==> src/rtl/pipe_stage2_issue.sv <==
// Operand issue sequencer for the stage-2 compute pipe: a small FIFO of {operand, scale, pos}
// words drained through stage codes 0..6 by per-stage counts. Option: PIPE_STAGE2_SKIP_EMPTY_EN.
module pipe_stage2_issue #(
    parameter int WIDTH         = 16,
    parameter int parallel_size = 2,
    parameter int para          = 8,
    parameter int DEPTH         = 4
) (
    input  logic                                clk,
    input  logic                                rst,
    input  logic                                start,
    input  logic [6:0][para-1:0]                stage_boundary,
    input  logic                                in_valid,
    output logic                                in_ready,
    input  logic [parallel_size-1:0][WIDTH-1:0] in_operand,
    input  logic [parallel_size-1:0][WIDTH-1:0] in_scale,
    input  logic [parallel_size-1:0][WIDTH-1:0] in_pos,
    output logic [2:0]                          stage_o,
    output logic [parallel_size-1:0][WIDTH-1:0] operand_o,
    output logic [parallel_size-1:0][WIDTH-1:0] scale_o,
    output logic [parallel_size-1:0][WIDTH-1:0] pos_o,
    output logic                                issue_valid,
    output logic                                busy,
    output logic                                done
);
    localparam int         AW   = $clog2(DEPTH);
    localparam logic [2:0] IDLE = 3'd7;

    typedef struct packed {
        logic [parallel_size-1:0][WIDTH-1:0] operand;
        logic [parallel_size-1:0][WIDTH-1:0] scale;
        logic [parallel_size-1:0][WIDTH-1:0] pos;
    } entry_t;

    entry_t              mem [DEPTH];
    entry_t              head;
    logic [AW-1:0]       wr_ptr, rd_ptr;
    logic [AW:0]         count;
    logic                full, empty, push, pop;

    logic [6:0][para-1:0] bnd;
    logic [para-1:0]     cnt, cnt_inc, cur_bnd;
    logic [2:0]          next_stage, start_stage;
    logic                work, last_elem;

`ifdef PIPE_STAGE2_SKIP_EMPTY_EN
    // First stage at or after 'from' with a nonzero count, or IDLE if none remain.
    function automatic logic [2:0] first_live(input logic [6:0][para-1:0] b, input logic [2:0] from);
        first_live = IDLE;
        for (int k = 6; k >= 0; k--) begin
            if (k >= int'(from) && b[k] != '0) first_live = 3'(k);
        end
    endfunction
`endif

    assign full     = (count == (AW+1)'(DEPTH));
    assign empty    = (count == '0);
    assign in_ready = !full;
    assign push     = in_valid && !full;
    assign pop      = issue_valid;
    assign busy     = work;

    always_comb begin
        work    = (stage_o != IDLE);
        cur_bnd = '0;
        if (work) cur_bnd = bnd[stage_o];
        cnt_inc     = cnt + para'(1);
        last_elem   = (cnt_inc == cur_bnd);
        issue_valid = work && !empty && (cur_bnd != '0);
`ifdef PIPE_STAGE2_SKIP_EMPTY_EN
        next_stage  = first_live(bnd, stage_o + 3'd1);
        start_stage = first_live(stage_boundary, 3'd0);
`else
        next_stage  = stage_o + 3'd1;
        start_stage = 3'd0;
`endif
    end

    // When empty the output keeps showing the most recently popped word.
    always_comb begin
        head = empty ? mem[rd_ptr - 1'b1] : mem[rd_ptr];
    end

    assign operand_o = head.operand;
    assign scale_o   = head.scale;
    assign pos_o     = head.pos;

    always_ff @(posedge clk) begin
        if (!rst) begin
            wr_ptr <= '0;
            rd_ptr <= '0;
            count  <= '0;
            // NOTE: storage is cleared on reset so the data outputs read 0 before the first push.
            for (int i = 0; i < DEPTH; i++) mem[i] <= '0;
        end else begin
            if (push) begin
                mem[wr_ptr] <= '{operand: in_operand, scale: in_scale, pos: in_pos};
                wr_ptr      <= wr_ptr + 1'b1;
            end
            if (pop) rd_ptr <= rd_ptr + 1'b1;
            case ({push, pop})
                2'b10:   count <= count + 1'b1;
                2'b01:   count <= count - 1'b1;
                default: ;
            endcase
        end
    end

    always_ff @(posedge clk) begin
        if (!rst) begin
            stage_o <= IDLE;
            cnt     <= '0;
            done    <= 1'b0;
            bnd     <= '0;
        end else begin
            done <= 1'b0;
            if (!work) begin
                if (start) begin
                    bnd     <= stage_boundary;
                    cnt     <= '0;
                    stage_o <= start_stage;
                    done    <= (start_stage == IDLE);
                end
            end else if (cur_bnd == '0) begin
                // A zero-count stage spends one cycle without issuing.
                stage_o <= next_stage;
                done    <= (next_stage == IDLE);
            end else if (pop) begin
                if (last_elem) begin
                    cnt     <= '0;
                    stage_o <= next_stage;
                    done    <= (next_stage == IDLE);
                end else begin
                    cnt <= cnt_inc;
                end
            end
        end
    end
endmodule

==> config.mk <==
export PLATFORM = sky130hd
export DESIGN_NAME = pipe_stage2_issue
export DESIGN_NICKNAME = d
export VERILOG_FILES = /design/src/rtl/pipe_stage2_issue.sv
export SDC_FILE = /design/constraint.sdc
export NUM_CORES = 1
export LEC_CHECK = 0
export CORE_MARGIN = 1
export CORE_UTILIZATION = 52
export DETAILED_ROUTE_END_ITERATION = 6
export HOLD_SLACK_MARGIN = 0.12
export MAX_ROUTING_LAYER = met4
export PLACE_DENSITY = 0.88
export SETUP_SLACK_MARGIN = 0.05
export SLEW_MARGIN = 20
export SYNTH_ARGS = -nofsm -noshare
export SYNTH_HDL_FRONTEND = slang
export SYNTH_SLANG_ARGS = --single-unit
==> constraint.sdc <==
create_clock -name clk -period 8.98 [get_ports clk]
set_input_delay 1.796 -clock clk [delete_from_list [all_inputs] [get_ports clk]]
set_output_delay 1.796 -clock clk [all_outputs]
set_load 0.02 [all_outputs]
==> impl_metrics.env, run 1 <==
export IMPL_start_kind="flip-flop"
export IMPL_cts_root_buf="clkbuf_16"
export IMPL_yosys_top_cells_area="edfxtp_1, mux4_2, nand2_1"
export IMPL_grt_use_total_pct=26.84
export IMPL_cts_max_level=2
export IMPL_hold_viol=0
export IMPL_synth_top_area_share_pct=49.29
export IMPL_ys_types=59
export IMPL_postCtsHoldBufs=0
export IMPL_drt_initial_drc_count=1485
export IMPL_cts_tree="yes"
export IMPL_wl_per_cell_um=21.46
export IMPL_r2r_cells=13
export IMPL_yosys_area_top_type="edfxtp_1"
export IMPL_area_growth_pct=19.50
export IMPL_final_nets=2265
export IMPL_antenna_found_initial=8
export IMPL_power_total_mw=8.581
export IMPL_synth_seq_cells=461
export IMPL_cap_violations=0
export IMPL_routed_wl_um=58750
export IMPL_portBuffers=258
export IMPL_rsz0062_at_grt="false"
export IMPL_die_y_um=214.1
export IMPL_worst_pin_slew_ns=1.005
export IMPL_drive_gt1_share_pct=14.97
export IMPL_min_period_ns=6.109
export IMPL_hp_class="flip-flop to flip-flop"
export IMPL_yosysWarnings=0
export IMPL_first_pass_iters=7
export IMPL_reg2reg_to="count[2]"
export IMPL_fill_cells=3133
export IMPL_r2r_slack_ns=4.73
export IMPL_overflow=0
export IMPL_grt_pass1_wl_um=92610
export IMPL_post_layout_nonfiller_instances=2738
export IMPL_slew_headroom_pct=33.02
export IMPL_worstPathArrival_ns=4.31
export IMPL_crit_required_ns=7.18
export IMPL_dp_slack_ns=3.543
export IMPL_status="completed"
export IMPL_core_um2=44320
export IMPL_endpoint_kind="primary output"
export IMPL_place_gp_congestion=0.8489
export IMPL_ys_top_cells_by_count="nand2_1, edfxtp_1, mux4_2"
export IMPL_fin_util_pct=63.08
export IMPL_drc=0
export IMPL_syn_nets=2076
export IMPL_hold_slack_ns=0.4620
export IMPL_worstHoldPathCells=2
export IMPL_grt_pass1_vias=16780
export IMPL_peakVddDrop_mv=0.3005
export IMPL_startpoint="stage_o[2]"
export IMPL_cts_buffers_inserted=47
export IMPL_pwr_density_cell_nw_per_um2=306.9
export IMPL_hold_path_startpoint="bnd[39]"
export IMPL_synth_edff_count=384
export IMPL_worst_slack_ns=2.871
export IMPL_post_cts_buffers=0
export IMPL_skew_ns=0.02240
export IMPL_chipWidth_um=214.1
export IMPL_slew_violations=0
export IMPL_ys_seq_area_share_pct=55.88
export IMPL_cts_repair_resized=0
export IMPL_ant_nets=0
export IMPL_avgViaCountPerCell=5.878
export IMPL_netlist_instances=1914
export IMPL_pin_count=259
export IMPL_worstSkewPairLatency_ns=0.59
export IMPL_cts_sinks=461
export IMPL_syn_avg_cell_area_um2=12.22
export IMPL_reg2reg_from="stage_o[2]"
export IMPL_die_area_um2=45840
export IMPL_hpwl_um=33960
export IMPL_power_leakage_nw=10.63
export IMPL_synth_most_common_cell="nand2_1"
export IMPL_vias=16100
export IMPL_crit_type="flip-flop to primary output"
export IMPL_period_share_pct=68.03
export IMPL_ys_async_sr_fraction_pct=0
export IMPL_worstPathMaxFanout=24
export IMPL_clkTransAtPathRegs_ns=0.07
export IMPL_min_to="bnd[39]"
export IMPL_row_count=77
export IMPL_fmaxAchievable_mhz=163.7
export IMPL_grt_start_max_net_pins=84
export IMPL_synth_main_ff_cell="edfxtp_1"
export IMPL_dp_cells=2646
export IMPL_initial_core_util_pct=52.79
export IMPL_syn_area_um2=23390
export IMPL_clk_path_buf_depth=3
export IMPL_setup_viol_count_final=0
==> sequential cells by signal, indices dropped and copies added, names as in the netlist, named ones only <==
register	cells
wr_ptr	2
bnd	56
mem	384
cnt	8
done	1
stage_o	3
count	3
rd_ptr	2
==> kinds of logic after synthesis <==
family / Yosys count / synth area share (%)
buffers and inverters: 248 / 4.145
multiplexers: 210 / 19.69
AND/OR/NAND/NOR: 860 / 15.60
flip-flops: 461 / 55.88
adder cells (fa/ha/maj): 6 / 0.3530
AO/OA/AOI/OAI: 122 / 4.070
XOR/XNOR: 7 / 0.2621
==> metal layers <==
metal / track usage (%) / vias to the layer above / routed length (um)
met5: - / - / 0
met4: 9.690 / 0 / 1742
met3: 5.688 / 122 / 5470
met2: 44.95 / 818 / 30100
met1: 32.12 / 7963 / 21440
li1: - / 7192 / -
==> worst max-delay path, stage by stage, from the launching register on <==
cell and delay (ns):
dfxtp_1 0.85, ha_1 0.67, clkinv_1 0.42, o21a_1 0.23, a22oi_1 0.22, nand2_1 0.17, nor2_1 0.41, nor2_1 0.12
clkdlybuf4s50_1 0.63
==> worst max-delay path by stage <==
stage	to	slack [ns]	cells past startpoint
after floorplan	mem[1][0]	-0.47	3
after global placement	issue_valid	3.63	8
after detailed placement	issue_valid	3.54	8
after CTS	issue_valid	2.88	8
after global routing	issue_valid	2.55	8
final	issue_valid	2.87	8
==> cells in the final DEF, fill, tap and decap left out, types with 5 or more instances in the layout <==
cell / instances
a21boi_0: 62
a22o_1: 5
a22oi_1: 5
and2_1: 102
buf_4: 25
clkbuf_1: 9
clkbuf_16: 49
clkdlybuf4s50_1: 257
clkinv_1: 6
clkinv_2: 8
dfxtp_1: 73
diode_2: 8
edfxtp_1: 384
ha_1: 5
inv_1: 104
mux2i_1: 8
mux4_2: 200
nand2_1: 508
nand3_1: 7
nand3b_1: 9
nor2_1: 199
o211ai_1: 10
o21a_1: 6
o21ai_0: 7
or3_1: 6
==> metrics by stage <==
stage | TNS, ns | cell area, um2
floorplan | -90.00 | 23390
global placement | 0 | 26410
detailed placement | 0 | 26410
CTS | 0 | 27940
global route | 0 | 27960
finish | 0 | 27960
==> where the power goes <==
group          switching [mW]  leakage [nW]  internal (mW)  total [mW]
Clock                   0.828         0.741           1.13        1.96
Sequential              0.291          4.63           2.64        2.93
Combinational            2.06          5.26           1.63        3.69
Total                    3.18          10.6           5.40        8.58
==> final cells by class <==
class | count | area, um2 | area share, %
tap | 592 | 740.7 | 2.649
antenna | 8 | 20.02 | 0.07161
sequential | 461 | 13090 | 46.81
clock inverter | 23 | 231.5 | 0.8280
multi-input combinational | 1205 | 9425 | 33.71
inverter | 105 | 394.1 | 1.410
clock buffer | 61 | 1292 | 4.623
timing repair buffer | 283 | 2765 | 9.891
No activity file was read; power rests on OpenSTA's default activity.
==> run 2: changes to the inputs <==
--- a/config.mk
+++ b/config.mk
@@ -6,11 +6,11 @@
 export NUM_CORES = 1
 export LEC_CHECK = 0
 export CORE_MARGIN = 1
-export CORE_UTILIZATION = 52
+export CORE_UTILIZATION = 57
 export DETAILED_ROUTE_END_ITERATION = 6
 export HOLD_SLACK_MARGIN = 0.12
 export MAX_ROUTING_LAYER = met4
-export PLACE_DENSITY = 0.88
+export PLACE_DENSITY = 0.92
 export SETUP_SLACK_MARGIN = 0.05
 export SLEW_MARGIN = 20
 export SYNTH_ARGS = -nofsm -noshare
==> constraint.sdc (replaced) <==
create_clock -name clk -period 6.2 [get_ports clk]
set_input_delay 1.24 -clock clk [delete_from_list [all_inputs] [get_ports clk]]
set_output_delay 1.24 -clock clk [all_outputs]
set_load 0.02 [all_outputs]
==> run 2 against run 1 <==
  * Routed wire length up 1.1%
  * Sequential power grew 44%
  * Worst setup slack got worse by 1.8 ns
  * Global-route usage rose by 2.9 points
  * Core utilization increased by 6.2 points
  * Largest cell class unchanged
  * Highest routed layer unchanged
==> impl_metrics.env, run 2 (synthesis gave the netlist of run 1 again) <==
export IMPL_status="completed"
export IMPL_post_layout_nonfiller_instances=2664
export IMPL_final_cell_mix="nand2_1, edfxtp_1, clkdlybuf4s50_1"
export IMPL_cap_violations=0
export IMPL_fin_area_um2=27770
export IMPL_fill_cells=2614
export IMPL_dp_cells=2582
export IMPL_slew_violations=0
export IMPL_drive_gt1_share_pct=14.89
export IMPL_period_share_pct=82.20
export IMPL_grt_start_max_net_pins=97
export IMPL_min_period_ns=5.096
export IMPL_hpwl_um=35220
export IMPL_hold_slack_ns=0.4634
export IMPL_postCtsHoldBufs=0
export IMPL_start_kind="flip-flop"
export IMPL_peakVddDrop_mv=0.3931
export IMPL_area_growth_pct=18.70
export IMPL_grt_use_total_pct=29.69
export IMPL_multi_input_area_um2=9427
export IMPL_slew_headroom_pct=24.41
export IMPL_final_common_cell="nand2_1"
export IMPL_grt_pass1_vias=17130
export IMPL_cts_max_level=2
export IMPL_cts_buffers_inserted=47
export IMPL_chipWidth_um=204.6
export IMPL_hp_class="flip-flop to flip-flop"
export IMPL_fmaxAchievable_mhz=196.2
export IMPL_crit_type="flip-flop to primary output"
export IMPL_die_area_um2=41860
export IMPL_largestRegisters="mem x384, bnd x56, cnt x8"
export IMPL_worstSkewPairLatency_ns=0.58
export IMPL_dpl_cell_area_um2=26380
export IMPL_skew_ns=0.01350
export IMPL_top_register="mem"
export IMPL_dp_slack_ns=1.734
export IMPL_clk_path_buf_depth=3
export IMPL_post_cts_buffers=0
export IMPL_power_leakage_nw=10.59
export IMPL_cts_repair_resized=0
export IMPL_worst_pin_slew_ns=1.134
export IMPL_portBuffers=258
export IMPL_drt_initial_drc_count=1498
export IMPL_cts_sinks=461
export IMPL_grt_pass1_wl_um=91270
export IMPL_final_nets=2268
export IMPL_fin_util_pct=69.25
export IMPL_row_count=73
export IMPL_worstPathMaxFanout=24
export IMPL_overflow=0
export IMPL_first_pass_iters=5
export IMPL_crit_required_ns=4.96
export IMPL_pwr_density_cell_nw_per_um2=441.1
export IMPL_ant_nets=0
export IMPL_worst_slack_ns=1.104
export IMPL_rsz0062_at_grt="false"
export IMPL_initial_core_util_pct=58.35
export IMPL_core_um2=40100
export IMPL_power_total_mw=12.25
export IMPL_die_y_um=204.6
export IMPL_place_gp_congestion=0.8409
export IMPL_drc=0
export IMPL_worstPathArrival_ns=3.86
export IMPL_cts_tree="yes"
export IMPL_wl_per_cell_um=22.29
export IMPL_antenna_found_initial=4
export IMPL_routed_wl_um=59380
export IMPL_endpoint_kind="primary output"
export IMPL_pin_count=259
export IMPL_hold_viol=0
export IMPL_seq_area_um2=13090
export IMPL_vias=16110
export IMPL_clkTransAtPathRegs_ns=0.06
export IMPL_largest_reg_flops=384
export IMPL_avgViaCountPerCell=6.046
export IMPL_setup_viol_count_final=0
export IMPL_cts_root_buf="clkbuf_16"
export IMPL_final_setup_tns_ns=0
[run 2: changes by cell type in the layout (fill, tap and decap cells not counted), moves of 2 or more]
cell,before,now
bufinv_16,4,0
clkbuf_1,9,12
inv_6,1,4
clkinv_1,6,3
buf_12,0,2
clkbuf_8,2,6
diode_2,8,4
clkbuf_16,49,47
clkinvlp_4,3,0
[run 2: cell type report]
type	count	area share [%]
well taps	525	2.366
flip-flops and latches	461	47.13
clock buffers	65	4.695
multi-input cells	1205	33.95
diodes	4	0.03605
repair buffers	286	10.13
inverters	105	1.419
clock inverters	13	0.2794
[run 2: path summary, 6_finish.rpt]
| check | slack (ns) | startpoint | endpoint | cells after the start |
|---|---|---|---|---|
| hold / removal | 0.46 | bnd[6] | bnd[6] | 2 |
| hold reg to reg | 0.46 | bnd[6] | bnd[6] | 2 |
| setup reg to reg | 2.40 | stage_o[2] | count[2] | 14 |
| setup / recovery | 1.10 | stage_o[2] | issue_valid | 9 |
[run 2: routing by layer]
metal,share of wire [%],GRT usage (%),vias up
li1,-,-,7187
met1,36,34.47,7958
met2,53,51.50,831
met3,8.4,5.122,130
met4,2.9,11.22,0
met5,0,-,-
[run 2: report_power, final]
part | switching (mW) | total, mW | internal [mW]
sequential | 0.405 | 4.23 | 3.82
combinational | 3.02 | 5.40 | 2.38
clock | 1.16 | 2.62 | 1.46
[run 2: critical path: stages (launching register included)]
cell	delay (ns)
dfxtp_1	0.31
buf_4	0.24
ha_1	0.61
clkinv_1	0.41
o21a_1	0.22
a22oi_1	0.20
nand2_1	0.17
nor2_1	0.41
nor2_1	0.12
clkdlybuf4s50_1	0.59
==> run 3: changes to the inputs <==
==> constraint.sdc (replaced) <==
create_clock -name clk -period 5 [get_ports clk]
set_input_delay 1 -clock clk [delete_from_list [all_inputs] [get_ports clk]]
set_output_delay 1 -clock clk [all_outputs]
set_load 0.02 [all_outputs]
==> run 3 against run 2 <==
  * The run now ends with design-rule violations left
  * Sequential power rose by 24%
  * Routed wire length grew 1.8%
  * Critical endpoint unchanged
  * Register-to-register slack worse by 1.0 ns
  * Combinational power rose by 26%
  * Core utilization rose by 0.66 points
  * Worst setup slack got worse by 0.78 ns
  * Total power grew 27%
  * Flip-flop and latch count unchanged
  * First-iteration DRC count grew 12%
==> impl_metrics.env, run 3 (synthesis gave the netlist of run 1 again) <==
export IMPL_fin_util_pct=69.92
export IMPL_clk_path_buf_depth=3
export IMPL_grt_pass1_wl_um=92450
export IMPL_overflow=0
export IMPL_worst_pin_slew_ns=1.114
export IMPL_avgViaCountPerCell=6.108
export IMPL_postCtsHoldBufs=0
export IMPL_worstPathArrival_ns=3.68
export IMPL_row_count=73
export IMPL_cts_root_buf="clkbuf_16"
export IMPL_die_y_um=204.6
export IMPL_drive_gt1_share_pct=15.16
export IMPL_slew_violations=0
export IMPL_slew_headroom_pct=25.74
export IMPL_min_period_ns=4.676
export IMPL_peakVddDrop_mv=0.3779
export IMPL_largest_reg_flops=384
export IMPL_final_common_cell="nand2_1"
export IMPL_cts_tree="yes"
export IMPL_routed_wl_um=60450
export IMPL_fmaxAchievable_mhz=213.8
export IMPL_pwr_density_cell_nw_per_um2=554.1
export IMPL_antenna_found_initial=6
export IMPL_dp_cells=2587
export IMPL_final_nets=2273
export IMPL_worstPathMaxFanout=28
export IMPL_cts_max_level=2
export IMPL_power_leakage_nw=10.69
export IMPL_chipWidth_um=204.6
export IMPL_place_gp_congestion=0.8904
export IMPL_grt_start_max_net_pins=97
export IMPL_rsz0062_at_grt="false"
export IMPL_initial_core_util_pct=58.35
export IMPL_wl_per_cell_um=22.55
export IMPL_hold_slack_ns=0.4646
export IMPL_crit_type="flip-flop to primary output"
export IMPL_largestRegisters="mem x384, bnd x56, cnt x8"
export IMPL_grt_use_total_pct=30.16
export IMPL_power_total_mw=15.53
export IMPL_cap_violations=0
export IMPL_clkTransAtPathRegs_ns=0.06
export IMPL_cts_buffers_inserted=47
export IMPL_crit_required_ns=4.00
export IMPL_ant_nets=0
export IMPL_core_um2=40100
export IMPL_period_share_pct=93.53
export IMPL_grt_pass1_vias=17180
export IMPL_final_cell_mix="nand2_1, edfxtp_1, clkdlybuf4s50_1"
export IMPL_die_area_um2=41860
export IMPL_drt_initial_drc_count=1676
export IMPL_status="finished, violations left"
export IMPL_cts_sinks=461
export IMPL_final_setup_tns_ns=0
export IMPL_pin_count=259
export IMPL_hold_viol=0
export IMPL_violations="design-rule violations"
export IMPL_hp_class="flip-flop to flip-flop"
export IMPL_drc=2
export IMPL_start_kind="flip-flop"
export IMPL_endpoint_kind="primary output"
export IMPL_portBuffers=258
export IMPL_hpwl_um=35110
export IMPL_setup_viol_count_final=0
export IMPL_top_register="mem"
export IMPL_vias=16380
export IMPL_post_layout_nonfiller_instances=2681
export IMPL_area_growth_pct=19.83
export IMPL_first_pass_iters=7
export IMPL_skew_ns=0.01167
export IMPL_worstSkewPairLatency_ns=0.58
-- run 3: area by class of cell --
| class | count | area, um2 |
|---|---|---|
| antenna | 6 | 15.01 |
| clock buffer | 69 | 1309 |
| multi-input combinational | 1205 | 9434 |
| clock inverter | 19 | 212.7 |
| timing repair buffer | 291 | 2925 |
| tap | 525 | 656.9 |
| inverter | 105 | 394.1 |
| fill | 2642 | 12060 |
| sequential | 461 | 13090 |
-- run 3: final timing paths --
path | cells past startpoint | slack [ns] | endpoint | from
setup / recovery | 11 | 0.32 | issue_valid | stage_o[1]
hold / removal | 2 | 0.46 | bnd[15] | bnd[15]
setup reg to reg | 16 | 1.37 | count[2] | stage_o[1]
hold reg to reg | 2 | 0.46 | bnd[15] | bnd[15]
-- run 3: worst max-delay path, cell delays in order (launching register included) --
cell and delay (ns):
dfxtp_1 0.31, buf_4 0.34, ha_1 0.22, ha_1 0.14, buf_4 0.21, clkinv_1 0.29
o21a_1 0.22, a22oi_1 0.20, nand2_1 0.20, nor2_4 0.26, nor2_1 0.10, clkdlybuf4s50_1 0.59
-- run 3: per-stage QoR --
stage	setup WS, ns	instance area (um2)
after CTS	0.1517	28010
after detailed placement	0.8099	26490
after global routing	0.07830	28030
after global placement	0.8726	26490
final	0.3235	28030
after floorplan	-1.063	23390
-- run 3: where the power goes --
group	switching, mW	leakage (nW)	internal, mW	total [mW]
sequential	0.517	4.63	4.74	5.26
clock	1.46	0.734	2.03	3.49
combinational	3.78	5.33	3.01	6.79
-- run 3: layer usage --
layer	track usage (%)	up-vias	wire, um	share of wire [%]
li1	-	7219	-	-
met1	35.79	8082	21430	35
met2	51.25	932	31560	52
met3	4.423	142	5571	9.2
met4	13.19	0	1898	3.1
met5	-	-	0	0
-- run 3: what timing repair did --
item	in CTS	in global routing
setup endpoints to repair	0	1
setup buffers	0	0
resized for setup	0	2
endpoints found under the hold margin	0	0
